$ cat src/rtl/trdb_stream_fifo.sv
// Word buffer between the trace byte aligner and the bus-side consumer.
// Latency: first-word fall-through, a word written at edge N is the head in the cycle after N.
// Backpressure: none upstream (words arriving while full are dropped and counted); consumer stalls via ready_i.

package trdb_pkg;
  localparam int unsigned BUS_DATA_WIDTH = 32;
endpackage

module trdb_stream_fifo #(
  parameter int unsigned DATA_WIDTH = trdb_pkg::BUS_DATA_WIDTH,
  parameter int unsigned DEPTH      = 16,
  parameter int unsigned THRESHOLD  = 8
) (
  input  logic                    clk_i,
  input  logic                    rst_ni,
  input  logic                    clear_i,
  input  logic [DATA_WIDTH-1:0]   data_i,
  input  logic                    valid_i,
  input  logic                    flush_i,
  output logic [DATA_WIDTH-1:0]   data_o,
  output logic                    valid_o,
  input  logic                    ready_i,
  output logic [$clog2(DEPTH):0]  fill_o,
  output logic                    full_o,
  output logic                    empty_o,
  output logic                    overflow_o,
  output logic [15:0]             drop_cnt_o,
  output logic                    thresh_irq_o,
  output logic                    flush_done_o
);

  localparam int unsigned AW = $clog2(DEPTH);
  localparam int unsigned PW = AW + 1;
  localparam logic [AW:0] THR_L = PW'(THRESHOLD);

  typedef enum logic {Run, Drain} state_e;

  logic [DATA_WIDTH-1:0] mem_q [DEPTH];
  logic [AW:0]           wptr_q, rptr_q;
  logic [AW:0]           fill_q, fill_d;
  logic                  overflow_q;
  logic [15:0]           drop_cnt_q;
  logic                  irq_q;
  logic                  done_q;
  state_e                state_q;

  logic full, empty, push, pop, drop;

  // Status decodes depend on the registered pointers only, never on valid_i/ready_i.
  assign empty = (wptr_q == rptr_q);
  assign full  = (wptr_q[AW] != rptr_q[AW]) && (wptr_q[AW-1:0] == rptr_q[AW-1:0]);

  assign pop  = !empty && ready_i;
  assign push = valid_i && (!full || pop);
  assign drop = valid_i && full && !pop;

  assign fill_d = fill_q + {{AW{1'b0}}, push} - {{AW{1'b0}}, pop};

  assign data_o       = empty ? '0 : mem_q[rptr_q[AW-1:0]];
  assign valid_o      = !empty;
  assign full_o       = full;
  assign empty_o      = empty;
  assign fill_o       = fill_q;
  assign overflow_o   = overflow_q;
  assign drop_cnt_o   = drop_cnt_q;
  assign thresh_irq_o = irq_q;
  assign flush_done_o = done_q;

  // Storage array: written on accepted pushes, never reset (contents are masked when empty).
  always_ff @(posedge clk_i) begin
    if (push && !clear_i) begin
      mem_q[wptr_q[AW-1:0]] <= data_i;
    end
  end

  // Pointers, occupancy and overflow bookkeeping; clear wins over any traffic.
  always_ff @(posedge clk_i or negedge rst_ni) begin
    if (!rst_ni) begin
      wptr_q     <= '0;
      rptr_q     <= '0;
      fill_q     <= '0;
      overflow_q <= 1'b0;
      drop_cnt_q <= '0;
    end else if (clear_i) begin
      wptr_q     <= '0;
      rptr_q     <= '0;
      fill_q     <= '0;
      overflow_q <= 1'b0;
      drop_cnt_q <= '0;
    end else begin
      if (push) wptr_q <= wptr_q + 1'b1;
      if (pop)  rptr_q <= rptr_q + 1'b1;
      fill_q <= fill_d;
      if (drop) begin
        overflow_q <= 1'b1;
        if (drop_cnt_q != 16'hFFFF) drop_cnt_q <= drop_cnt_q + 16'd1;
      end
    end
  end

  // Threshold interrupt fires only on an upward crossing, so it cannot re-fire while above.
  always_ff @(posedge clk_i or negedge rst_ni) begin
    if (!rst_ni) begin
      irq_q <= 1'b0;
    end else if (clear_i) begin
      irq_q <= 1'b0;
    end else begin
      irq_q <= (fill_q < THR_L) && (fill_d >= THR_L);
    end
  end

  // Flush tracking: remember an upstream flush until everything buffered has been consumed.
  always_ff @(posedge clk_i or negedge rst_ni) begin
    if (!rst_ni) begin
      state_q <= Run;
      done_q  <= 1'b0;
    end else if (clear_i) begin
      state_q <= Run;
      done_q  <= 1'b0;
    end else begin
      done_q <= 1'b0;
      case (state_q)
        Run: begin
          if (flush_i) begin
            if (fill_d == '0) done_q  <= 1'b1;
            else              state_q <= Drain;
          end
        end
        Drain: begin
          if (fill_d == '0) begin
            done_q  <= 1'b1;
            state_q <= Run;
          end
        end
        default: state_q <= Run;
      endcase
    end
  end

endmodule

$ cat config.mk
export PLATFORM = sky130hd
export DESIGN_NAME = trdb_stream_fifo
export DESIGN_NICKNAME = d
export VERILOG_FILES = /design/src/rtl/trdb_stream_fifo.sv
export SDC_FILE = /design/constraint.sdc
export NUM_CORES = 1
export LEC_CHECK = 0
export CAP_MARGIN = 20
export CORE_ASPECT_RATIO = 1.75
export CORE_MARGIN = 4
export CORE_UTILIZATION = 39
export DETAILED_ROUTE_END_ITERATION = 10
export GPL_TIMING_DRIVEN = 0
export PLACE_DENSITY_LB_ADDON = 0.25
export SYNTH_ARGS = -nofsm -noshare
export SYNTH_HDL_FRONTEND = slang
export SYNTH_SLANG_ARGS = --single-unit
$ cat constraint.sdc
create_clock -name clk_i -period 5.3 [get_ports clk_i]
set_clock_uncertainty 0.1 [all_clocks]
set_input_delay 1.06 -clock clk_i [delete_from_list [all_inputs] [get_ports clk_i]]
set_output_delay 1.06 -clock clk_i [all_outputs]
set_load 0.02 [all_outputs]
### Yosys cells after proc, flatten, opt, wreduce, memory -nomap -nowiden

Memory sizes are Yosys's and may differ from the RTL's.
Index checks and enable logic that the tools add are counted.

| operators by class | value |
|---|---|
| shifts and indexed selects | 0 |
| order comparisons | 2 |
| reductions and logical operators | 18 |
| $add $sub $neg | 5 |
| div/mod/pow operators | 0 |
| multiply operators | 0 |
| multiplexer cells | 22 |
| bitwise operators | 1 |
| equal/unequal tests | 4 |

Operators with widths:

| cell | count |
|---|---|
| $mux 16 | 3 |
| $mux 32 | 1 |
| $mux 5 | 5 |
| $add 16x1->16 const B | 1 |
| $ne 16x16->1 const B | 1 |
| $mux 1 | 11 |
| $add 5x1->5 const B | 2 |
| $reduce_bool 2->1 | 4 |
| $logic_and 1x1->1 | 7 |
| $add 5x1->5 | 1 |
| $eq 5x5->1 | 1 |
| $ge 5x4->1 const B | 1 |
| $logic_not 5->1 | 1 |
| $lt 5x4->1 const B | 1 |
| $sub 5x1->5 | 1 |
| $eq 4x4->1 | 1 |
| $logic_not 1->1 | 4 |
| $pmux 1 s2 | 2 |
| $reduce_and 2->1 | 1 |
| $logic_or 1x1->1 | 1 |
| $ne 1x1->1 | 1 |
| $not 1->1 | 1 |

| storage, ports and cells | value |
|---|---|
| word-level logic and storage cells | 61 |
| memories | 1 |
| output and inout bits | 59 |
| register bits | 35 |
| ROM bits | 0 |
| RAM bits | 512 |
| bits in latches | 0 |
| input bits | 38 |

Memory list:

| name | depth | width | read ports | clocked after Yosys merged registers in | wr ports | RTL line | source |
|---|---|---|---|---|---|---|---|
| mem_q | 16 | 32 | 1 | 0 | 1 | 38 | `logic [DATA_WIDTH-1:0] mem_q [DEPTH];` |

### Longest topological paths before layout

| logic depth | value |
|---|---|
| depth in word-level cells | 12 |
| gate-level depth with buffers | 12 |
| depth with buffers taken out | 11 |

### Worst setup path after synthesis

No wires, ideal clock.

| path | value |
|---|---|
| path kind | input-to-reg |
| start point | in ready_i |
| end point | reg state_q |
| arrival time | 2996 ps |
| required time | 5106 ps |
| slack | 2110 ps |
| buffers on the path | 0 |
| stages | 9 |
| setup time | 94 ps |
| path through | o31ai_2 > mux2i_1 > ha_1 > fa_1 > a21o_1 > a21oi_1 > xnor2_1 > and2_1 > a211oi_1 |

| between the ends | value |
|---|---|
| longest elaborated chain between the ends | 10 |

Ends and longest elaborated chain:

| element | RTL line | source |
|---|---|---|
| start: declaration | 22 | `input logic ready_i,` |
| $logic_and 1x1->1 * | 53 | `assign pop = !empty && ready_i;` |
| $logic_or 1x1->1 | 54 | `assign push = valid_i && (!full \|\| pop);` |
| $logic_and 1x1->1 | 54 |  |
| $add 5x1->5 | 57 | `assign fill_d = fill_q + {{AW{1'b0}}, push} - {{AW{1'b0}}, pop};` |
| $sub 5x1->5 * | 57 |  |
| $logic_not 5->1 * | 125, 130 |  |
| $mux 1 * | 125, 130 |  |
| $mux 1 | 124 | `if (flush_i) begin` |
| $pmux 1 s2 * | 122 | `case (state_q)` |
| $mux 1 * | 117 | `end else if (clear_i) begin` |
| end signal: assignment | 118 | `state_q <= Run;` |
| end signal: assignment | 126 | `else state_q <= Drain;` |
| end signal: assignment | 132 | `state_q <= Run;` |
| end: declaration | 45 | `state_e state_q;` |

Mark *: on every way between the ends. The rest lies on a longest branch, timed or not.
A chain may end at the register's enable or synchronous reset.

### Final worst setup path

| path | value |
|---|---|
| start point | reg rptr_q[2] |
| end point | out data_o[22] |

| between the ends | value |
|---|---|
| longest elaborated chain between the ends | 2 |
| elaborated cells on any way between the ends | 3 |
| those cells by class | eq/ne (1); mux (1); memory (1) |

Ends and longest elaborated chain:

| element | RTL line | source |
|---|---|---|
| start: declaration | 39 | `logic [AW:0] wptr_q, rptr_q;` |
| start signal: assignment | 92 | `if (pop) rptr_q <= rptr_q + 1'b1;` |
| $mem_v2 16x32 / $eq 5x5->1 (equally long branches) | n/a |  |
| $mux 32 * | 59 | `assign data_o = empty ? '0 : mem_q[rptr_q[AW-1:0]];` |
| end: declaration | 20 | `output logic [DATA_WIDTH-1:0] data_o,` |

Marks and branches as above.

==> qor.yml <==
min_period_ns: 5.009
antenna_found_initial: 2
die_h_um: 317.1
synth.distinct_cells: 46
grt_overflow: 0
hp-start: "overflow_o"
yosysSeqAreaShare: 0.7633
yosysWarnings: 0
worst_setup_path_start_kind: "flop"
grt_pass1_vias: 11450
path_cells: "buf_2, xnor2_1, nand4_1, nor2_2, clkbuf_1, a21oi_1, clkdlybuf4s50_1"
fin_crit_sh: 0.9451
path_class: "reg2out"
worstPathRequired_ns: 4.14
row_count: 113
drc_errors: 0
grt.total_usage: 0.1736
dp_hpwl_um: 31460
dr.pass1.iters: 5
power_density_mw_per_mm2: 396.6
critPathArrivalTime_ns: 3.85
start_util: 0.3931
finalSetupViolations: 0
max_stage_delay_ns: 0.75
die_w_um: 184.6
clkSlewWorstSetupHoldPaths_ns: 0.07
synth_cells: 1023
core_area_mm2: 0.05415
most-common-layout-cells: "edfxtp_1, mux4_2, clkdlybuf4s50_1, a22oi_1, clkbuf_16"
cts_tree: "yes"
vdd_drop_max_uv: 242.6
grt_pass1_wl_um: 74980
portBuffers: 96
p_leak_nw: 7.854
fin_nets: 1236
hold_path_class: "reg2reg"
cts.sinks: 547
tightest_slew_ns: 1.061
drive_gt1_frac: 0.2163
postCtsHoldBufs: 0
syn_nets: 1073
endpoint_kind: "output port"
path_max_fanout: 10
slew_headroom: 0.2926
final-hold-violation-count: 0
antenna_left: 0
syn_avg_cell_area_um2: 20.81
post_cts_resized: 1
drv_cap: 0
crit_slowest_cell: "clkbuf_1"
synth_area_mm2: 0.02129
layout_commonest_cell: "edfxtp_1"
num_vias: 10750
wl_um: 50390
grt_max_degree: 36
drtIter0Drc: 848
path_delay_family: "buffers and inverters"
synth_edf_count: 512
worst-path-buf-inv: 3
async_flop_share: 0.06399
synthFlopType: "edfxtp_1"
vias_per_cell: 5.610
crit_start: "rptr_q[2]"
num_io_pins: 97
dieArea_mm2: 0.05854
finalMaxSlewViolations: 0
cts_buffers: 49
area_delta_synth_final_pct: 17.59
fmax_mhz: 199.6
outcome: "finished clean"
final.setup.tns_ns: 0
ys_seq_elements: 547
rsz0062_at_grt: "no"
r2r_start: "rptr_q[2]"
clockRootBuffer: "clkbuf_16"
fin_hold_ws_ns: 0.4172
cts_buffer_depth: 3
finalWeightedCongestion: 0.7770
clkLatencyLatePin_ns: 0.58
post_cts_buffers: 0
fin_util: 0.4623
wl_per_cell_um: 26.30
htree_levels: 2
-- metrics by stage --
stage	area, µm²	std cells	worst slack [ns]	power (mW)
global route	25030	1915	0.05808	10.32
finish	25030	1916	0.2908	9.927
global placement	23110	1809	0.5375	6.547
floorplan	21290	1023	2.110	5.911
detailed placement	23450	1825	0.4997	6.565
CTS	25030	1915	0.1472	10.06
-- worst reg2reg max path, delay by kind of cell (launching register included) --
kind,cells,cell delay [ns]
AO/OA/AOI/OAI,4,1.08
XOR/XNOR,2,0.32
adder cells (fa/ha/maj),2,0.68
flip-flops,1,0.36
multiplexers,1,0.16
buffers and inverters,1,0.17
AND/OR/NAND/NOR,2,0.47
-- where the power goes --
| group | switching [mW] | internal [mW] |
|---|---|---|
| logic | 0.899 | 0.740 |
| registers | 0.0189 | 4.78 |
| clock network | 1.56 | 1.94 |
| total | 2.48 | 7.45 |
-- cell type report --
cell class                 instances  area [µm²]
fill                            4563       29120
sequential                       547       16250
multi-input combinational        407        4755
clock buffer                      57        1277
timing repair buffer             112        1276
tap                              690       863.3
clock inverter                    33       302.8
buffer                            60       272.8
inverter                           9       33.78
antenna                            1       2.502
-- final timing paths --
kind | slack (ns) | depth (start not counted) | end
min reg2reg | 0.42 | 2 | overflow_o
max reg2reg | 1.84 | 12 | state_q
max in group asynchronous | 4.06 | 1 | wptr_q[0]
min in group asynchronous | 0.50 | 1 | rptr_q[3]
min | 0.42 | 2 | overflow_o
max | 0.29 | 7 | data_o[22]
-- layer usage --
metal / routed length, µm / part of all wire / GRT usage
met5: 20 / 0.00040 / 0
met4: 1288 / 0.026 / 0.04942
met3: 2481 / 0.049 / 0.02472
met2: 27540 / 0.55 / 0.3189
met1: 19050 / 0.38 / 0.2133
-- synthesized netlist by cell type, drive strengths merged (2+ instances only) --
cell | count | area, µm²
buf | 23 | 132.6
and4 | 2 | 17.52
nand4 | 5 | 37.53
xnor2 | 11 | 96.34
a21o | 2 | 15.01
a211oi | 2 | 15.01
mux2i | 4 | 40.04
or3 | 12 | 80.08
nand3 | 9 | 55.05
and3 | 19 | 118.9
nand2 | 13 | 48.80
nor3b | 3 | 27.52
ha | 11 | 137.6
dfrtp | 35 | 875.8
xor2 | 5 | 43.79
clkbuf | 37 | 140.1
nor4 | 2 | 12.51
or2 | 2 | 12.52
mux4 | 128 | 2883
mux2 | 2 | 22.52
a21oi | 49 | 245.2
a22oi | 64 | 480.5
or4 | 3 | 26.27
o31ai | 2 | 20.02
nor2b | 9 | 56.30
nor2 | 25 | 93.84
and2 | 4 | 25.02
o21ai | 13 | 65.06
edfxtp | 512 | 15370
inv | 9 | 33.78
nor3 | 2 | 10.01
-- cells by family (layout without fill, tap and decap cells) --
family / Yosys count / after routing / synth area share
AO/OA/AOI/OAI: 135 / 135 / 0.04073
XOR/XNOR: 16 / 16 / 0.006582
adder cells (fa/ha/maj): 12 / 12 / 0.007405
buffers and inverters: 69 / 271 / 0.01440
flip-flops: 547 / 547 / 0.7633
multiplexers: 134 / 134 / 0.1383
other: 0 / 1 / 0
AND/OR/NAND/NOR: 110 / 110 / 0.02921
-- flip-flops by register name, indices dropped and copies added (netlist names) --
signal and cells:
state_q 1, overflow_o 1, wptr_q 5, fill_o 5, flush_done_o 1, drop_cnt_o 16
rptr_q 5, mem_q 512, thresh_irq_o 1
Note: power is estimated with default switching activity, not from simulation.
